<file path="src/rtl/cordic_result_packer_pkg.sv">
// Shared word layout for the CORDIC result RAM: field offsets, widths and packing helpers.
// The front-end unpacker reads words built with these same constants.
package cordic_result_packer_pkg;

    localparam int WORD_W  = 48;
    localparam int COMP_W  = 16;
    localparam int RES_W   = 8;
    localparam int TAG_W   = 10;

    localparam int XM_LSB  = 32;
    localparam int XR_LSB  = 24;
    localparam int YM_LSB  = 8;
    localparam int YR_LSB  = 0;

    localparam int QUA_MSB = 9;
    localparam int QUA_LSB = 7;

    typedef enum logic [0:0] {
        ST_IDLE = 1'b0,
        ST_REQ  = 1'b1
    } wr_state_t;

    // Residuals that do not fit in 8 bits clamp to all-ones.
    function automatic logic [RES_W-1:0] sat_residual(input logic [COMP_W-1:0] res);
        if (res[COMP_W-1:RES_W] != 8'h00) begin
            return 8'hFF;
        end else begin
            return res[RES_W-1:0];
        end
    endfunction

    function automatic logic res_saturates(input logic [COMP_W-1:0] res);
        return (res[COMP_W-1:RES_W] != 8'h00);
    endfunction

    function automatic logic [WORD_W-1:0] pack_word(
        input logic [COMP_W-1:0] xm,
        input logic [RES_W-1:0]  xr8,
        input logic [COMP_W-1:0] ym,
        input logic [RES_W-1:0]  yr8
    );
        logic [WORD_W-1:0] word;
        word                   = '0;
        word[XM_LSB +: COMP_W] = xm;
        word[XR_LSB +: RES_W]  = xr8;
        word[YM_LSB +: COMP_W] = ym;
        word[YR_LSB +: RES_W]  = yr8;
        return word;
    endfunction

endpackage

</file>
<file path="src/rtl/pack_fifo.sv">
// Register FIFO holding packed {address, data} entries; occupancy kept in its own counter.
// Exposes the head and the entry behind it so the writer can issue back-to-back writes.
module pack_fifo #(
    parameter int DEPTH = 4,
    parameter int W     = 58
) (
    input  logic                     clk,
    input  logic                     reset,
    input  logic                     i_push,
    input  logic                     i_pop,
    input  logic [W-1:0]             i_data,
    output logic [W-1:0]             o_head,
    output logic [W-1:0]             o_head_next,
    output logic [$clog2(DEPTH):0]   o_level,
    output logic [$clog2(DEPTH):0]   o_level_next
);

    localparam int PW = $clog2(DEPTH);
    localparam int LW = PW + 1;

    logic [W-1:0]  r_mem [DEPTH];
    logic [PW-1:0] r_wr_ptr;
    logic [PW-1:0] r_rd_ptr;
    logic [LW-1:0] r_count;
    logic [LW-1:0] w_count_nxt;
    logic [PW-1:0] w_rd_ptr_inc;
    logic          w_do_push;
    logic          w_do_pop;

    // Push is refused on a full FIFO even when a pop lands in the same cycle.
    assign w_do_push    = i_push && (r_count != LW'(DEPTH));
    assign w_do_pop     = i_pop && (r_count != '0);
    assign w_rd_ptr_inc = r_rd_ptr + PW'(1);

    assign o_head       = r_mem[r_rd_ptr];
    assign o_head_next  = r_mem[w_rd_ptr_inc];
    assign o_level      = r_count;
    assign o_level_next = w_count_nxt;

    // Next occupancy from the accepted push/pop pair.
    always_comb begin
        w_count_nxt = r_count;
        case ({w_do_push, w_do_pop})
            2'b10:   w_count_nxt = r_count + LW'(1);
            2'b01:   w_count_nxt = r_count - LW'(1);
            default: w_count_nxt = r_count;
        endcase
    end

    // Storage, pointers and occupancy.
    always_ff @(posedge clk or negedge reset) begin
        if (!reset) begin
            for (int i = 0; i < DEPTH; i++) begin
                r_mem[i] <= '0;
            end
            r_wr_ptr <= '0;
            r_rd_ptr <= '0;
            r_count  <= '0;
        end else begin
            if (w_do_push) begin
                r_mem[r_wr_ptr] <= i_data;
                r_wr_ptr        <= r_wr_ptr + PW'(1);
            end
            if (w_do_pop) begin
                r_rd_ptr <= w_rd_ptr_inc;
            end
            r_count <= w_count_nxt;
        end
    end

endmodule

</file>
<file path="src/rtl/cordic_result_packer.sv">
// Packs CORDIC results into 48-bit RAM words, queues them and writes them out
// through a request/acknowledge handshake with sticky drop and saturation flags.
module cordic_result_packer
    import cordic_result_packer_pkg::*;
#(
    parameter int DEPTH = 4,
    parameter int AW    = 10
) (
    input  logic                   clk,
    input  logic                   reset,
    input  logic                   wen,
    input  logic [AW-1:0]          index_cor,
    input  logic [15:0]            XM,
    input  logic [15:0]            YM,
    input  logic [15:0]            XR,
    input  logic [15:0]            YR,
    output logic                   in_ready,
    output logic                   ram_wen,
    output logic [AW-1:0]          ram_addr,
    output logic [WORD_W-1:0]      ram_D,
    input  logic                   ram_ack,
    input  logic                   clr,
    output logic                   ovf,
    output logic                   sat,
    output logic [$clog2(DEPTH):0] level
);

    localparam int LW = $clog2(DEPTH) + 1;
    localparam int EW = AW + WORD_W;

    wr_state_t         r_state;
    wr_state_t         w_state_nxt;
    logic              r_ram_wen;
    logic [AW-1:0]     r_ram_addr;
    logic [WORD_W-1:0] r_ram_D;
    logic              r_in_ready;
    logic              r_ovf;
    logic              r_sat;

    logic              w_ram_wen_nxt;
    logic [AW-1:0]     w_ram_addr_nxt;
    logic [WORD_W-1:0] w_ram_D_nxt;
    logic [RES_W-1:0]  w_xr8;
    logic [RES_W-1:0]  w_yr8;
    logic              w_res_sat;
    logic [EW-1:0]     w_entry;
    logic              w_push;
    logic              w_pop;
    logic [EW-1:0]     w_head;
    logic [EW-1:0]     w_head_next;
    logic [LW-1:0]     w_level;
    logic [LW-1:0]     w_level_next;

    assign w_xr8     = sat_residual(XR);
    assign w_yr8     = sat_residual(YR);
    assign w_res_sat = res_saturates(XR) || res_saturates(YR);
    assign w_entry   = {index_cor, pack_word(XM, w_xr8, YM, w_yr8)};
    assign w_push    = wen && r_in_ready;

    pack_fifo #(
        .DEPTH (DEPTH),
        .W     (EW)
    ) u_fifo (
        .clk          (clk),
        .reset        (reset),
        .i_push       (w_push),
        .i_pop        (w_pop),
        .i_data       (w_entry),
        .o_head       (w_head),
        .o_head_next  (w_head_next),
        .o_level      (w_level),
        .o_level_next (w_level_next)
    );

    // Writer FSM: a request stays stable until acked; on ack, a second queued entry follows immediately.
    always_comb begin
        w_state_nxt    = r_state;
        w_ram_wen_nxt  = r_ram_wen;
        w_ram_addr_nxt = r_ram_addr;
        w_ram_D_nxt    = r_ram_D;
        w_pop          = 1'b0;
        case (r_state)
            ST_IDLE: begin
                if (w_level != '0) begin
                    w_state_nxt                   = ST_REQ;
                    w_ram_wen_nxt                 = 1'b1;
                    {w_ram_addr_nxt, w_ram_D_nxt} = w_head;
                end else begin
                    w_state_nxt   = ST_IDLE;
                    w_ram_wen_nxt = 1'b0;
                end
            end
            ST_REQ: begin
                if (ram_ack) begin
                    w_pop = 1'b1;
                    if (w_level >= LW'(2)) begin
                        w_state_nxt                   = ST_REQ;
                        w_ram_wen_nxt                 = 1'b1;
                        {w_ram_addr_nxt, w_ram_D_nxt} = w_head_next;
                    end else begin
                        w_state_nxt   = ST_IDLE;
                        w_ram_wen_nxt = 1'b0;
                    end
                end else begin
                    w_state_nxt   = ST_REQ;
                    w_ram_wen_nxt = 1'b1;
                end
            end
            default: begin
                w_state_nxt   = ST_IDLE;
                w_ram_wen_nxt = 1'b0;
            end
        endcase
    end

    // Registered writer outputs, ready flag and sticky flags (a new event beats clr).
    always_ff @(posedge clk or negedge reset) begin
        if (!reset) begin
            r_state    <= ST_IDLE;
            r_ram_wen  <= 1'b0;
            r_ram_addr <= '0;
            r_ram_D    <= '0;
            r_in_ready <= 1'b1;
            r_ovf      <= 1'b0;
            r_sat      <= 1'b0;
        end else begin
            r_state    <= w_state_nxt;
            r_ram_wen  <= w_ram_wen_nxt;
            r_ram_addr <= w_ram_addr_nxt;
            r_ram_D    <= w_ram_D_nxt;
            r_in_ready <= (w_level_next != LW'(DEPTH));
            r_ovf      <= (wen && !r_in_ready) || (r_ovf && !clr);
            r_sat      <= (w_push && w_res_sat) || (r_sat && !clr);
        end
    end

    assign in_ready = r_in_ready;
    assign ram_wen  = r_ram_wen;
    assign ram_addr = r_ram_addr;
    assign ram_D    = r_ram_D;
    assign ovf      = r_ovf;
    assign sat      = r_sat;
    assign level    = w_level;

endmodule

</file>
<file path="config.mk">
export PLATFORM = sky130hd
export DESIGN_NAME = cordic_result_packer
export DESIGN_NICKNAME = d
export VERILOG_FILES = /design/src/rtl/cordic_result_packer_pkg.sv /design/src/rtl/pack_fifo.sv /design/src/rtl/cordic_result_packer.sv
export SDC_FILE = /design/constraint.sdc
export NUM_CORES = 1
export LEC_CHECK = 0
export BUFFER_PORTS_ARGS = -buffer_cell sky130_fd_sc_hd__buf_4
export CAP_MARGIN = 20
export CORE_MARGIN = 5
export CORE_UTILIZATION = 54
export CTS_CLUSTER_DIAMETER = 80
export DETAILED_ROUTE_END_ITERATION = 7
export PLACE_DENSITY = 0.86
export REMOVE_ABC_BUFFERS = 1
export SYNTH_ARGS = -nofsm -noshare
export SYNTH_HDL_FRONTEND = slang
export SYNTH_SLANG_ARGS = --single-unit
</file>
<file path="constraint.sdc">
create_clock -name clk -period 2.4 [get_ports clk]
set_clock_uncertainty 0.1 [all_clocks]
set_input_delay 0.12 -clock clk [delete_from_list [all_inputs] [get_ports clk]]
set_output_delay 0.12 -clock clk [all_outputs]
set_load 0.01 [all_outputs]
</file>
Word-level counts from Yosys, hierarchy flattened
Cells that the tools add are included.
{ "word_totals": {"register_bits": 301, "inputBits": 79, "output_inout_bits": 65, "wordCells": 76} }
{ "classes": {"addsub": 4, "order_cmp": 5, "n_eq_ne": 7, "n_mux": 26, "bitwise_logic": 4, "reduce_logical": 17} }
{ "op_table": {"columns": ["op", "count"], "rows": [
  ["$mux 58", 5],
  ["$bmux 58 s2", 2],
  ["$bwmux 232", 1],
  ["$mux 48", 3],
  ["$demux 58 s2", 1],
  ["$pmux 48 s2", 1],
  ["$mux 10", 3],
  ["$pmux 10 s2", 1],
  ["$mux 8", 2],
  ["$reduce_bool 8->1", 2],
  ["$ge 3x3->1 const B", 3],
  ["$not 2->3", 3],
  ["$logic_and 1x1->1", 8],
  ["$ne 3x3->1 const B", 2],
  ["$pmux 3 s2", 1],
  ["$mux 1", 5],
  ["$add 2x1->2 const B", 2],
  ["$ne 2x2->1 const B", 2],
  ["$add 3x1->3 const B", 1],
  ["$ge 3x2->1 const B", 1],
  ["$logic_or 1x1->1", 3],
  ["$lt 3x1->1 const B", 1],
  ["$reduce_and 3->1", 1],
  ["$reduce_bool 3->1", 1],
  ["7 further kinds", 8]
]} }

Longest topological paths before layout
Gate-level depths: netlist of the first run.
{ "depth": {"depth_word": 8, "mapped_depth": 8, "depth_no_buf": 8} }

By module
Synthesis of the first run repeated with hierarchy kept, for this count alone.
{ "hier_totals": {"hier_cells": 897, "hier_area_um2": 15010.6} }
{ "by_module_without_submodules": {"columns": ["mod", "instances", "cells_each", "area_each_um2", "seq_area_each_um2"], "rows": [
  ["pack_fifo", 1, 669, 11778.8, 5980.7],
  ["cordic_result_packer", 1, 228, 3231.8, 1552.7]
]} }

Worst setup path after synthesis of the first run
Ideal clock, no wire load.
{ "synth_timing": {"kind": "reg-to-reg", "start": "register u_fifo.r_count[0] (netlist: u_fifo.o_level[0])", "end": "register r_in_ready (netlist: in_ready)", "setup_ns": 0.082, "arrival_time_ns": 2.387, "required_ns": 2.218, "setup_slack_ns": -0.168, "path_stages_with_launch": 9, "path_buffers": 0, "synth_period_minus_slack_ns": 2.568, "path_cell_list": "dfrtp_1 > or3b_1 > nand3_1 > ha_1 > inv_1 > fa_1 > xor2_1 > or3_1 > a211o_1"} }
{ "synth_between": {"elab_chain_len": 5, "elab_cells_between_ends": 10, "classes_between": "add/sub (2); eq/ne (4); mux (1); reduce/logical (3)"} }
{ "synth_lines": {"columns": ["item", "line_no", "rtl"], "rows": [
  ["start, declared", "pack_fifo.sv:24", "logic [LW-1:0] r_count;"],
  ["start signal, assigned", "pack_fifo.sv:67", "r_count <= w_count_nxt;"],
  ["$ne 3x3->1 / $reduce_bool 3->1 (equally long branches)", "pack_fifo.sv:31, pack_fifo.sv:32", null],
  ["$logic_and 1x1->1, on equally long branches", "pack_fifo.sv:31, pack_fifo.sv:32", null],
  ["$eq 2x1->1 / $eq 2x2->1 (equally long branches)", "pack_fifo.sv:43", "case ({w_do_push, w_do_pop})"],
  ["$pmux 3 s2 (*)", "pack_fifo.sv:43", null],
  ["$ne 3x3->1 (*)", "cordic_result_packer.sv:131", "r_in_ready <= (w_level_next != LW'(DEPTH));"],
  ["end signal, assigned", "cordic_result_packer.sv:131", null],
  ["end, declared", "cordic_result_packer.sv:36", "logic r_in_ready;"]
]} }
Every way passes the cells marked *; elsewhere a longest branch is shown, timed or not.
A chain may end at the register's enable or synchronous reset.

Worst setup path after layout of the first run
Ends and elaborated chain as after synthesis.

==> summary by stage, run 1 <==
Finish
The final net count is 1381. Compared with the post-synthesis result, the final layout area differs by 22.8%. Summing all multi-input logic gate instances after layout gives 7330 sq um. Once layout is complete, the utilization of the core stands at 66.9%. Across the whole layout, storage elements account for 7540 sq um. The post-route netlist has 32.6% of its cells at a drive strength greater than 1. After filler insertion, the fill cell instance count of the layout stands at 1991.

Placed design
The number of I/O port buffers is 143. The placer's final routability congestion estimate is 0.778. The estimated wirelength of the detail-placed design is 20700 microns. OpenSTA, run right after detailed placement, puts the worst setup slack at -0.0527 ns.

Global route
The total overflow left after global routing is 0. The number of antenna violations at the first check in global routing is 1. The via count of the first global-routing pass is 10800. The global routing usage summed across all routing layers is 21.1%.

Entering global routing, the biggest net connects 83 pins. The first global-routing pass estimated 56400 microns of wire.

Yosys
By area, the combinational part of the netlist is dominated by multiplexers. Yosys mapped the design onto 32 distinct sky130hd cell types. The synthesized netlist devotes 0.529% of its cell area to adder and majority cells. The mean instance size in the synthesized netlist is 14.6 sq um. For this run, the number of Yosys warnings is 0. The post-synthesis share of cell area spent on xor and xnor gates is 0.281%. The synthesized design contains 301 register bits. Synthesis produced 1071 cells.

The post-synthesis instance area is 15600 sq um. The complex-gate fraction of the synthesized area is 0.337%. The simple-gate area share of the yosys netlist is 1.62%.

Among all flip-flop cells after synthesis, the most frequent one is sky130_fd_sc_hd__dfrtp_1. The post-synthesis async set-or-reset flop share is 100%. The portion of synthesized area spent on multiplexers is 43.9%.

For this run, the register share of the synthesized area comes to 48.3%. The count of flip-flops with a built-in enable after synthesis is 0.

Critical path
The worst setup path is launched from a flop. The critical path is of the reg2reg type. The slack of the worst reg-to-reg path is -0.01 ns. For the worst flop-to-flop path, the logic depth is 8. The terminus of the critical flop-to-flop path is in_ready$_DFF_PN1_. Traced cell by cell, the critical path runs through or3b_4 > nand3_4 > ha_4 > inv_2 > fa_2 > xor2_1 > or3_1 > a211o_1. STA puts the critical path data required time at 2.73 ns. The slowest cell on the critical path is sky130_fd_sc_hd__or3b_4. STA classifies the critical path endpoint as a flop. On the worst path, the slowest cell contributes a delay of 0.43 ns. The data arrival time of the critical path is 2.74 ns. The maximum fanout count along the critical path is 2. The startpoint identified for the worst register-to-register timing path is u_fifo.o_level[0]$_DFF_PN0_.

Pwr
The leakage power of the design is 8.62 nW. The maximum resistive drop on vdd is 0.741 mV. The power density over the cells is 1310 nW/um^2. The total power of the final layout is 25.1 mW.

Timing
Setup total negative slack on the finished layout was measured at -0.00964 ns. The smallest clock period supported by the final layout is computed as 2.41 ns. The final critical-path share of the clock period is 100%.

The upper clock frequency limit is 415 MHz. The total count of hold-check failures in the final report was 0. Setup repair after global routing could not meet its margin everywhere. Setup violations remaining at the end of the flow were counted as 1. The transition time at the pin with the least slew margin is 0.867 ns. Once routing completed, OpenROAD measured the worst setup slack at -0.00964 ns. The final count of pins violating max slew is 0. The worst pin sits at a relative slew slack of 42.2%. On the final layout, the worst hold slack is 0.0110 ns.

Floorplanning
The effective utilization at floorplan is 54.5%. From left edge to right edge, the die measures 180 microns. The number of top-level pins is 144. After floorplanning, the core was divided into 62 placement rows. The total area inside the core boundary comes to 28600 sq um. The die extent in y is 180 microns. The overall die area is 32400 sq um.

Status
The run finished, with violations left. The checks that failed: setup timing.

Routing
The sum of routed wire length over all layers is 34100 microns. The number of detailed-routing iterations run before antenna repair is 5. The post-detailed-route via-to-cell ratio is 5.72. The total number of vias is 9765. The number of design-rule violations left by the first detailed-router iteration is 548. For this run, design rule violations remaining after detail routing come to 0. The antenna violation net count after detailed routing is 0. The detailed-route wire length per cell is 20.0 microns.

Hold path
The worst hold path terminates at u_fifo.r_mem[84]$_DFFE_PN0P_. The class of the tightest hold or removal check is in2reg. The depth of the worst hold-timing path is 4. The launch point of the worst hold path is XR[15].

Clock tree
The clock root buffer master is sky130_fd_sc_hd__clkbuf_16. The clock latency reported for the late side of the worst-skew pair is 0.50 ns. After clock tree synthesis, the clock-pin slew on the worst setup and hold paths is 0.06 ns. The H-tree generated during clock tree synthesis spans 2 levels. The total clock buffers created by CTS is 34. No sink is reached through more buffers than the 3 on the longest clock path. The TritonCTS clock tree is built. CTS saw 301 sinks.

Flow run
Across the run, the number of max-cap violations was 0.
-- registers in the layout (all words and copies together) (netlist names) --
signal	cells
in_ready	1
u_fifo.o_level	3
ram_D	48
u_fifo.r_mem	232
ovf	1
sat	1
ram_wen	1
u_fifo.r_rd_ptr	2
u_fifo.r_wr_ptr	2
ram_addr	10
-- cell usage in the layout, fill, tap and decap left out, types with 2 or more instances in the layout --
| cell type | n |
|---|---|
| sky130_fd_sc_hd__dfrtp_1 | 297 |
| sky130_fd_sc_hd__mux2i_1 | 291 |
| sky130_fd_sc_hd__buf_4 | 166 |
| sky130_fd_sc_hd__mux2_2 | 121 |
| sky130_fd_sc_hd__mux2_1 | 112 |
| sky130_fd_sc_hd__dlygate4sd3_1 | 73 |
| sky130_fd_sc_hd__inv_1 | 64 |
| sky130_fd_sc_hd__mux4_2 | 58 |
| sky130_fd_sc_hd__clkbuf_16 | 37 |
| sky130_fd_sc_hd__buf_12 | 19 |
| sky130_fd_sc_hd__nand3b_1 | 16 |
| sky130_fd_sc_hd__clkbuf_1 | 10 |
| sky130_fd_sc_hd__clkbuf_8 | 7 |
| sky130_fd_sc_hd__nand4_1 | 5 |
| sky130_fd_sc_hd__nand2_1 | 4 |
| sky130_fd_sc_hd__ha_1 | 4 |
| sky130_fd_sc_hd__xnor2_1 | 3 |
| sky130_fd_sc_hd__bufinv_16 | 3 |
| sky130_fd_sc_hd__dfrtp_4 | 3 |
| sky130_fd_sc_hd__xor2_1 | 2 |
| sky130_fd_sc_hd__o21ai_0 | 2 |
| sky130_fd_sc_hd__nor4_4 | 2 |
| sky130_fd_sc_hd__nor4_2 | 2 |
| sky130_fd_sc_hd__clkinv_2 | 2 |
-- cells by family after synthesis --
group / Yosys count
AOI/OAI and AO/OA: 7
xor gates and xnor gates: 5
adders and majority gates: 6
buffers and inverters: 135
DFF: 301
muxes: 582
and+or+nand+nor: 35
-- stage by stage --
stage          instance area, sq um  std cells
2_1_floorplan                 15100       1001
3_3_place_gp                  17200       1570
3_5_place_dp                  17200       1570
4_1_cts                       19100       1705
5_1_grt                       19200       1706
6_report                      19200       1706
-- worst max-delay path: cells and delay by family, from the launching register on --
family	cells	cell delay (ns)
AO/OA/AOI/OAI	1	0.27
flip-flops	1	0.39
adder cells (fa/ha/maj)	2	0.50
XOR/XNOR	1	0.16
AND/OR/NAND/NOR	3	0.88
buffers and inverters	1	0.04
-- repair_timing --
action | CTS | global route
hold buffers | 73 | 0
buffers inserted | 1 | 0
pin swaps | 4 | 1
gates resized for setup | 7 | 2
hold endpoints to repair | 532 | 0
setup endpoints to repair | 1 | 6
-- cells in the mapped netlist, types with 3 or more instances --
cell type,instances,area share (%)
sky130_fd_sc_hd__mux4_2,58,8.4
sky130_fd_sc_hd__xnor2_1,3,0.17
sky130_fd_sc_hd__nand2_1,4,0.096
sky130_fd_sc_hd__nor4_2,4,0.32
sky130_fd_sc_hd__nand3b_1,16,0.77
sky130_fd_sc_hd__buf_2,28,0.90
sky130_fd_sc_hd__mux2i_1,291,19
sky130_fd_sc_hd__clkbuf_1,8,0.19
sky130_fd_sc_hd__mux2_1,112,8.1
sky130_fd_sc_hd__mux2_2,121,8.7
sky130_fd_sc_hd__buf_4,8,0.39
sky130_fd_sc_hd__buf_6,20,1.4
sky130_fd_sc_hd__ha_1,5,0.40
sky130_fd_sc_hd__nand4_1,5,0.20
sky130_fd_sc_hd__dfrtp_1,300,48
sky130_fd_sc_hd__inv_1,65,1.6
sky130_fd_sc_hd__buf_8,6,0.58
-- where the power goes --
| group | total [mW] | switching, mW | internal (mW) |
|---|---|---|---|
| clock | 5.37 | 2.02 | 3.35 |
| combinational | 10.8 | 4.59 | 6.18 |
| sequential | 8.91 | 1.73 | 7.18 |
| total | 25.1 | 8.34 | 16.7 |
-- area by class of cell --
type	count	share of cell area, %
Multi-Input combinational cell	635	38.3
Clock inverter	7	0.608
Tap cell	384	2.51
Sequential cell	301	39.4
Timing Repair Buffer	259	12.4
Antenna cell	1	0.0131
Clock buffer	54	5.53
Inverter	65	1.27
-- routing by layer --
layer	GRT usage (%)	up-vias	wire, microns
li1	-	4391	-
met1	27.7	5098	14300
met2	37.2	223	17700
met3	3.48	53	1500
met4	4.48	0	537
met5	0	-	0
-- worst max-delay path by stage --
stage | startpoint | end | slack (ns) | cells past startpoint
after floorplan | u_fifo.r_rd_ptr[0]$_DFFE_PN0P_ | ram_D[0]$_DFFE_PN0P_ | -6.02 | 3
after global placement | u_fifo.o_level[1]$_DFF_PN0_ | in_ready$_DFF_PN1_ | 0.007 | 8
after detailed placement | u_fifo.o_level[1]$_DFF_PN0_ | in_ready$_DFF_PN1_ | -0.05 | 8
after CTS | u_fifo.o_level[0]$_DFF_PN0_ | in_ready$_DFF_PN1_ | -0.005 | 8
after global routing | u_fifo.o_level[0]$_DFF_PN0_ | in_ready$_DFF_PN1_ | -0.04 | 8
final | u_fifo.o_level[0]$_DFF_PN0_ | in_ready$_DFF_PN1_ | -0.01 | 8
Note: power is estimated with default switching activity, not from simulation.
==> run 2: changes to the inputs <==
--- a/config.mk
+++ b/config.mk
@@ -13,6 +13,7 @@
 export DETAILED_ROUTE_END_ITERATION = 7
 export PLACE_DENSITY = 0.86
 export REMOVE_ABC_BUFFERS = 1
+export SKIP_CTS_REPAIR_TIMING = 1
 export SYNTH_ARGS = -nofsm -noshare
 export SYNTH_HDL_FRONTEND = slang
 export SYNTH_SLANG_ARGS = --single-unit
==> run 2 against run 1 <==
The flow finishes with violations (hold timing, setup timing). Total power fell by 0.20%. Cell count shrank 0.64%. Fmax decreased by 0.97%. Wire length shrank 2.2%. Clock power hardly changed. Largest power group unchanged.
==> summary by stage, run 2 (synthesis results as in run 1) <==
Timing
The transition time at the pin with the least slew margin is 0.865 ns. Counting I/O delays and the setup requirement, the final critical path takes 2.43 ns. The final count of pins violating max slew came to 0.

Across all setup checks in the final design, the least slack found is -0.0333 ns. Setup violations remaining at the end of the flow were counted as 1. The worst slew margin relative to its limit is 42.4%. Setup repair after global routing could not meet its margin everywhere. The total count of hold-check failures in the final report is 6.

The worst hold slack across all endpoints is -0.0193 ns. Summed over all failing endpoints, the final setup total negative slack is -0.0333 ns. The upper clock frequency limit is 411 MHz. The final critical-path share of the clock period is 101%.

Finish
The register ranked first by flip-flop count is u_fifo.r_mem. The area added between synthesis and finish is 22.0%. In the layout the commonest cells are 297 x sky130_fd_sc_hd__dfrtp_1, 291 x sky130_fd_sc_hd__mux2i_1, 166 x sky130_fd_sc_hd__buf_4, 121 x sky130_fd_sc_hd__mux2_2, 112 x sky130_fd_sc_hd__mux2_1. The number of antenna diodes is 0. The final net count is 1371. The register with the most flip-flops in the layout has 232 of them.

The leading cell type in the layout, fill and taps excluded is sky130_fd_sc_hd__dfrtp_1. In the final layout, the share of cells above drive strength 1 is 32.8%. The finished layout cell area is 19000 sq um.

Status
The run finished, with violations left. The checks that failed: hold timing, setup timing.

Floorplanning
During I/O placement, the number of pins put on the boundary was 144. The floorplan step defined a die boundary enclosing 32400 sq um. The die is 180 microns tall. The core footprint is 28600 sq um.

Once the floorplan was initialized, standard cells occupied 54.5% of the core. The die is 180 microns wide. The cell row count is 62.

Hold path
In this run the worst hold path is classified as in2reg. In this run the most critical hold path is launched from XR[6].

Critical path
The endpoint type of the worst setup path is a flop. The peak per-stage delay on the critical path is 0.43 ns. The signal on the critical path passes through or3b_4 > nand3_4 > ha_4 > inv_2 > fa_2 > xor2_1 > or3_1 > a211o_1.

STA puts the critical path data required time at 2.73 ns. In this run the worst setup path begins at u_fifo.o_level[0]$_DFF_PN0_. The launching point of the worst reg2reg path is u_fifo.o_level[0]$_DFF_PN0_. For this design, the slowest cell found on the critical path is sky130_fd_sc_hd__or3b_4.

STA classifies the critical path startpoint as a flop. Data arrives at the worst endpoint at 2.76 ns. Of all nets on the critical path, the largest fanout is 2. The worst setup path is of the reg2reg kind.

Routing
In the routed design, unresolved DRC markers number 0. The number of design-rule violations left by the first detailed-router iteration is 517. In the final routed layout, each cell accounts on average for 19.7 microns. The number of detailed-routing iterations run before antenna repair is 4. The post-detailed-route via-to-cell ratio is 5.68. The final layout contains routed wiring with a total length of 33400 microns.

The antenna violation net count after detailed routing is 0. The total number of vias is 9630.

Pwr
Power spread over the standard cell area amounts to 1310 nW/um^2. Net switching is 33.2% of the power. The total power of the final layout is 25.0 mW. The portion of total power attributed to combinational logic is 42.9%.

In this run the power spent charging and discharging nets is 8.30 mW. The maximum resistive drop on vdd is 0.744 mV. For this design the static power due to leakage is 8.59 nW.

The clock network accounts for 21.5% of the total power. The internal power consumption is 16.7 mW. The relative contribution of sequential cells to total power is 35.6%.

Global route
Global routing used 20.1% of the available tracks. The first global-routing pass estimated 54000 microns of wire. The via count of the first global-routing pass is 10400. The number of antenna violations at the first check in global routing is 0.

The pin count of the biggest net entering global routing is 83. The overall overflow remaining after global route is 0.

Clock tree
The root buffer cell chosen for the clock tree is sky130_fd_sc_hd__clkbuf_16. The maximum count of clock buffers along a single path is 3. The clock drives 301 sinks. The clock input transition at the sequential cells of the worst setup and hold paths is 0.06 ns. The total clock buffers created by CTS is 34.

The clock latency reported for the late side of the worst-skew pair is 0.50 ns. The H-tree was split into 2 levels. The TritonCTS clock tree is built.

Placed design
The number of I/O port buffers is 143. Detailed placement ended at an HPWL of 20700 microns. The total placed instance area is 17200 sq um. The placer's final routability congestion estimate is 0.778.

Flow run
The tool flagged a number of max-cap violations equal to 0.
[run 2: changes by cell type in the layout (fill, tap and decap cells not counted), sizes merged]
cell and change:
diode -1, dlygate4sd3 -10
[run 2: critical path, delay by kind of cell (launching register included)]
family / cells / cell delay (ns)
xor+xnor: 1 / 0.16
fa+ha+maj: 2 / 0.48
simple gates: 3 / 0.93
flops: 1 / 0.39
buf+inv: 1 / 0.04
compound gates: 1 / 0.27
[run 2: power groups by stage]
stage / logic [mW] / clock network (mW) / registers, mW
after floorplan: 6.28 / 0 / 9.03
after global placement: 10.2 / 0 / 8.81
after detailed placement: 10.6 / 0 / 8.94
after global routing: 11.6 / 5.72 / 9.20
after CTS: 10.7 / 5.49 / 8.88
final: 10.7 / 5.36 / 8.91
[run 2: final timing paths]
kind | to | slack, ns | cells after the start
worst max-delay path | in_ready$_DFF_PN1_ | -0.03 | 8
worst min-delay path | u_fifo.r_mem[146]$_DFFE_PN0P_ | -0.02 | 3
worst max register to register | in_ready$_DFF_PN1_ | -0.03 | 8
worst min register to register | ovf$_DFF_PN0_ | 0.41 | 1
max in group asynchronous | u_fifo.r_rd_ptr[0]$_DFFE_PN0P_ | 1.35 | 3
min in group asynchronous | u_fifo.r_mem[38]$_DFFE_PN0P_ | 0.06 | 2
[run 2: area by class of cell]
| type | count | area, sq um |
|---|---|---|
| fill | 2009 | 9590 |
| sequential | 301 | 7540 |
| multi-input combinational | 635 | 7320 |
| timing repair buffer | 249 | 2270 |
| clock buffer | 54 | 1060 |
| tap | 384 | 480 |
| inverter | 65 | 244 |
| clock inverter | 7 | 116 |
[run 2: layer usage]
layer,vias to the layer above,GRT usage [%],wire length [microns]
met3,39,3.66,1420
met5,-,0,0
met1,5033,26.7,14400
met2,203,35.3,17100
li1,4355,-,-
met4,0,3.66,388
[run 2: through the flow]
stage	setup WS (ns)	utilization [%]	instances	hold slack, ns
CTS	-0.118	64.2	1631	-0.562
floorplan	-6.02	-	1001	-0.276
detailed placement	-0.0527	60.0	1570	-0.0279
global route	-0.0866	66.5	1695	0.000000833
finish	-0.0333	66.5	1695	-0.0193
global placement	0.00725	60.0	1570	-0.0337
==> run 3: changes to the inputs <==
--- a/config.mk
+++ b/config.mk
@@ -11,9 +11,10 @@
 export CORE_UTILIZATION = 54
 export CTS_CLUSTER_DIAMETER = 80
 export DETAILED_ROUTE_END_ITERATION = 7
-export PLACE_DENSITY = 0.86
+export PLACE_DENSITY = 0.87
 export REMOVE_ABC_BUFFERS = 1
 export SKIP_CTS_REPAIR_TIMING = 1
 export SYNTH_ARGS = -nofsm -noshare
 export SYNTH_HDL_FRONTEND = slang
+export SYNTH_HIERARCHICAL = 1
 export SYNTH_SLANG_ARGS = --single-unit
==> run 3 against run 2 <==
The run now ends clean. Worst setup slack improved by 0.14 ns. Register-to-register slack improved by 0.19 ns. Combinational power about the same. Global-route usage increased by 0.40 points. Total power increased by 0.40%. Cell count decreased by 11%. Sequential cell count unchanged. Wire length decreased by 3.2%. Fmax increased by 6.2%. Synthesized cell count decreased by 16%. Clock power decreased by 2%. Critical path type is now in2reg. Critical endpoint is now sat$_DFF_PN0_. Largest cell class unchanged. Largest power group unchanged.
==> summary by stage, run 3 <==
Status
The run finished with clean final reports.

Routing
Detailed routing inserted a total of 8904 vias. In the final routed layout, each cell accounts on average for 21.4 microns. The number of detailed-routing iterations run before antenna repair is 5. After the first detailed-routing iteration, the DRC count stood at 454. The post-detailed-route via-to-cell ratio is 5.89. The antenna violation net count after detailed routing is 0. For this block, the routed nets add up to 32300 microns of wire.

In the routed design, unresolved DRC markers number 0.

Critical path
The type of the worst setup path is in2reg. The depth of the worst register-to-register path is 9. STA classifies the critical path startpoint as an input pin. Data on the critical path is required at its endpoint by 2.69 ns.

The last element of the critical path is sat$_DFF_PN0_. Of all nets on the critical path, the largest fanout is 2. The terminus of the critical flop-to-flop path is in_ready$_DFF_PN1_. STA classifies the critical path endpoint as a flop.

The startpoint of the worst setup timing path is XR[14]. The slack of the worst reg-to-reg path is 0.16 ns. The data arrival time of the critical path is 2.58 ns. The launching point of the worst reg2reg path is u_fifo/o_level[1]$_DFF_PN0_.

Pwr
The total power of the final layout is 25.1 mW. VDD sags by at most 0.800 mV. The leakage power of the design is 7.23 nW. The power density over the cells is 1360 nW/um^2.

Placed design
The count of buffers added on input and output ports is 143. Timing analysis after detailed placement gives a worst setup slack of 0.189 ns. The instance count after placement with tap cells included is 1388. The placer's final routability congestion estimate is 0.763.

The wire-length estimate of the detail-placed layout is 20000 microns.

Clock tree
The clock net in this run drives a total of 301 sinks. The tree is rooted in a sky130_fd_sc_hd__clkbuf_16. The clock tree synthesis step divided the H-tree into 2 levels. No sink is reached through more buffers than the 3 on the longest clock path.

The clock latency reported for the late side of the worst-skew pair is 0.49 ns. In this run, CTS created clock tree buffers numbering 34. The TritonCTS clock tree is built. Clock-pin slew was measured on the worst setup and hold paths at 0.06 ns.

Timing
The final critical path takes up 95.4% of the cycle. The upper clock frequency limit is 437 MHz. The final count of pins violating max slew was 0.

The total count of hold-check failures in the final report is 0. The final setup violation count is 0. Setup repair after global routing left no endpoint under its margin.

Setup slack on the critical path of the routed design comes to 0.110 ns. At the pin with the least slew margin, the transition time is 0.568 ns. Headroom to the max-slew limit came out at 62.1%. The routed design could run at a clock period as short as 2.29 ns.

Global route
The overall overflow remaining after global route is 0. The pin count of the biggest net entering global routing is 69. The via count of the first global-routing pass is 9440. The global-route wire length before repair is 51500 microns. The global routing usage summed across all routing layers is 20.5%. The number of antenna violations at the first check in global routing is 0.

Yosys
The post-synthesis instance area is 15000 sq um. The synthesized design contains 0 enable-type register cells. The total number of yosys warnings is 6. Ranked by total cell area, the synthesized netlist is headed by sky130_fd_sc_hd__dfrtp_1 50%, sky130_fd_sc_hd__mux2_2 25%, sky130_fd_sc_hd__mux4_2 17%.

The synthesized design contains 301 register bits. The commonest cells after synthesis are 329 x sky130_fd_sc_hd__mux2_2, 300 x sky130_fd_sc_hd__dfrtp_1, 116 x sky130_fd_sc_hd__mux4_2. The share of synthesized area occupied by flip-flops and latches is 50.2%.

The dominant cell by count in the synthesized netlist is sky130_fd_sc_hd__mux2_2. The post-synthesis async set-or-reset flop share is 100%. Summed over all instances, the cell type with the most area after synthesis is sky130_fd_sc_hd__dfrtp_1. The mean instance size in the synthesized netlist is 16.7 sq um. The number of instances in the synthesized netlist is 897.

The distinct cell type count after synthesis is 29. The share of synthesized area in the top cell type comes to 50.0%. The dominant synthesized flop cell is sky130_fd_sc_hd__dfrtp_1.

Floorplanning
The overall die area is 31200 sq um. In this run the count of I/O pins placed on the die edge is 144. The core footprint is 27600 sq um.

The effective utilization at floorplan is 54.3%. The die extent in y is 177 microns. The cell row count is 61.

The die is 177 microns wide.

Finish
The number of antenna diodes is 0. The leading cell type in the layout, fill and taps excluded is sky130_fd_sc_hd__mux2_2. The area occupied by registers is 7540 sq um. The number of fill cells in the layout is 1872. The register ranked first by flip-flop count is u_fifo/r_mem. For this run, the post-layout net count is 1197. The register with the most flip-flops in the layout has 232 of them.

In the layout the commonest cells are 329 x sky130_fd_sc_hd__mux2_2, 297 x sky130_fd_sc_hd__dfrtp_1, 155 x sky130_fd_sc_hd__buf_4, 116 x sky130_fd_sc_hd__mux4_2, 66 x sky130_fd_sc_hd__dlygate4sd3_1. The area added between synthesis and finish is 23.3%. In the final layout, the multi-input gates occupy 7070 sq um.

The finished layout holds 1511 standard cells, fillers aside. The fraction of layout instances using a drive strength above 1 is 63.4%.

Hold path
The class of the tightest hold or removal check is in2async.

Flow run
The number of violations of the max-capacitance limit is 0.
run 3: cell types whose count changed in the layout (fill, tap and decap cells not counted), moves of 11 or more:
cell | previous run | this run
sky130_fd_sc_hd__or2_2 | 0 | 16
sky130_fd_sc_hd__mux2i_1 | 291 | 1
sky130_fd_sc_hd__inv_1 | 64 | 7
sky130_fd_sc_hd__mux4_2 | 58 | 116
sky130_fd_sc_hd__mux2_1 | 112 | 0
sky130_fd_sc_hd__nand3b_1 | 16 | 0
sky130_fd_sc_hd__buf_4 | 166 | 155
sky130_fd_sc_hd__mux2_4 | 0 | 20
sky130_fd_sc_hd__mux2_2 | 121 | 329
run 3: worst min-delay path by stage:
stage | startpoint | to | slack [ns]
6_report | reset | ram_D[1]$_DFFE_PN0P_ | 0.07
5_1_grt | reset | ram_D[1]$_DFFE_PN0P_ | 0.14
4_1_cts | reset | u_fifo/r_mem[62]$_DFFE_PN0P_ | -0.52
3_5_place_dp | reset | u_fifo/r_mem[62]$_DFFE_PN0P_ | 0.02
3_3_place_gp | reset | ram_D[1]$_DFFE_PN0P_ | 0.01
2_1_floorplan | reset | ovf$_DFF_PN0_ | -0.28
run 3: area by class of cell:
class	count	area share [%]
sequential	301	40.8
multi-input combinational	526	38.2
timing repair buffer	242	12.1
clock buffer	49	5.57
tap	378	2.56
clock inverter	8	0.636
inverter	7	0.142
run 3: stage by stage:
step	hold WS [ns]	setup TNS (ns)	util (%)	area [sq um]
finish	0.0728	0	67.0	18500
CTS	-0.517	0	64.6	17800
global placement	0.0149	0	60.4	16700
global route	0.140	0	67.0	18500
floorplan	-0.276	-555.57	-	14600
detailed placement	0.0205	0	60.4	16700
run 3: cell families after synthesis:
| kind of cell | count (synthesis) | synth area share (%) |
|---|---|---|
| and+or+nand+nor | 42 | 1.52 |
| muxes | 466 | 44.2 |
| xor gates and xnor gates | 6 | 0.350 |
| buffers and inverters | 70 | 2.94 |
| DFF | 301 | 50.2 |
| AOI/OAI and AO/OA | 6 | 0.300 |
| adders and majority gates | 6 | 0.550 |
run 3: per-layer routing:
layer  share of wire [%]  global-route usage (%)  vias to the layer above  wire (microns)
met5                   0                       0                        -               0
met4                 1.6                    4.77                        0             524
met3                 3.9                    3.25                       43            1270
met2                  53                    36.3                      201           17300
met1                  41                    27.0                     4805           13200
li1                    -                       -                     3855               -
run 3: worst max-delay path, cell delays in order:
cell and delay (ns):
sky130_fd_sc_hd__dlygate4sd3_1 0.55, sky130_fd_sc_hd__buf_4 0.14, sky130_fd_sc_hd__nor4_1 0.29, sky130_fd_sc_hd__dlygate4sd3_1 0.61
sky130_fd_sc_hd__nand4_1 0.08, sky130_fd_sc_hd__dlygate4sd3_1 0.60, sky130_fd_sc_hd__a22o_1 0.20
run 3: power breakdown:
| part | internal, mW | switching, mW |
|---|---|---|
| Sequential | 7.22 | 1.61 |
| Clock | 3.29 | 1.98 |
| Combinational | 6.94 | 4.07 |
| Total | 17.5 | 7.65 |
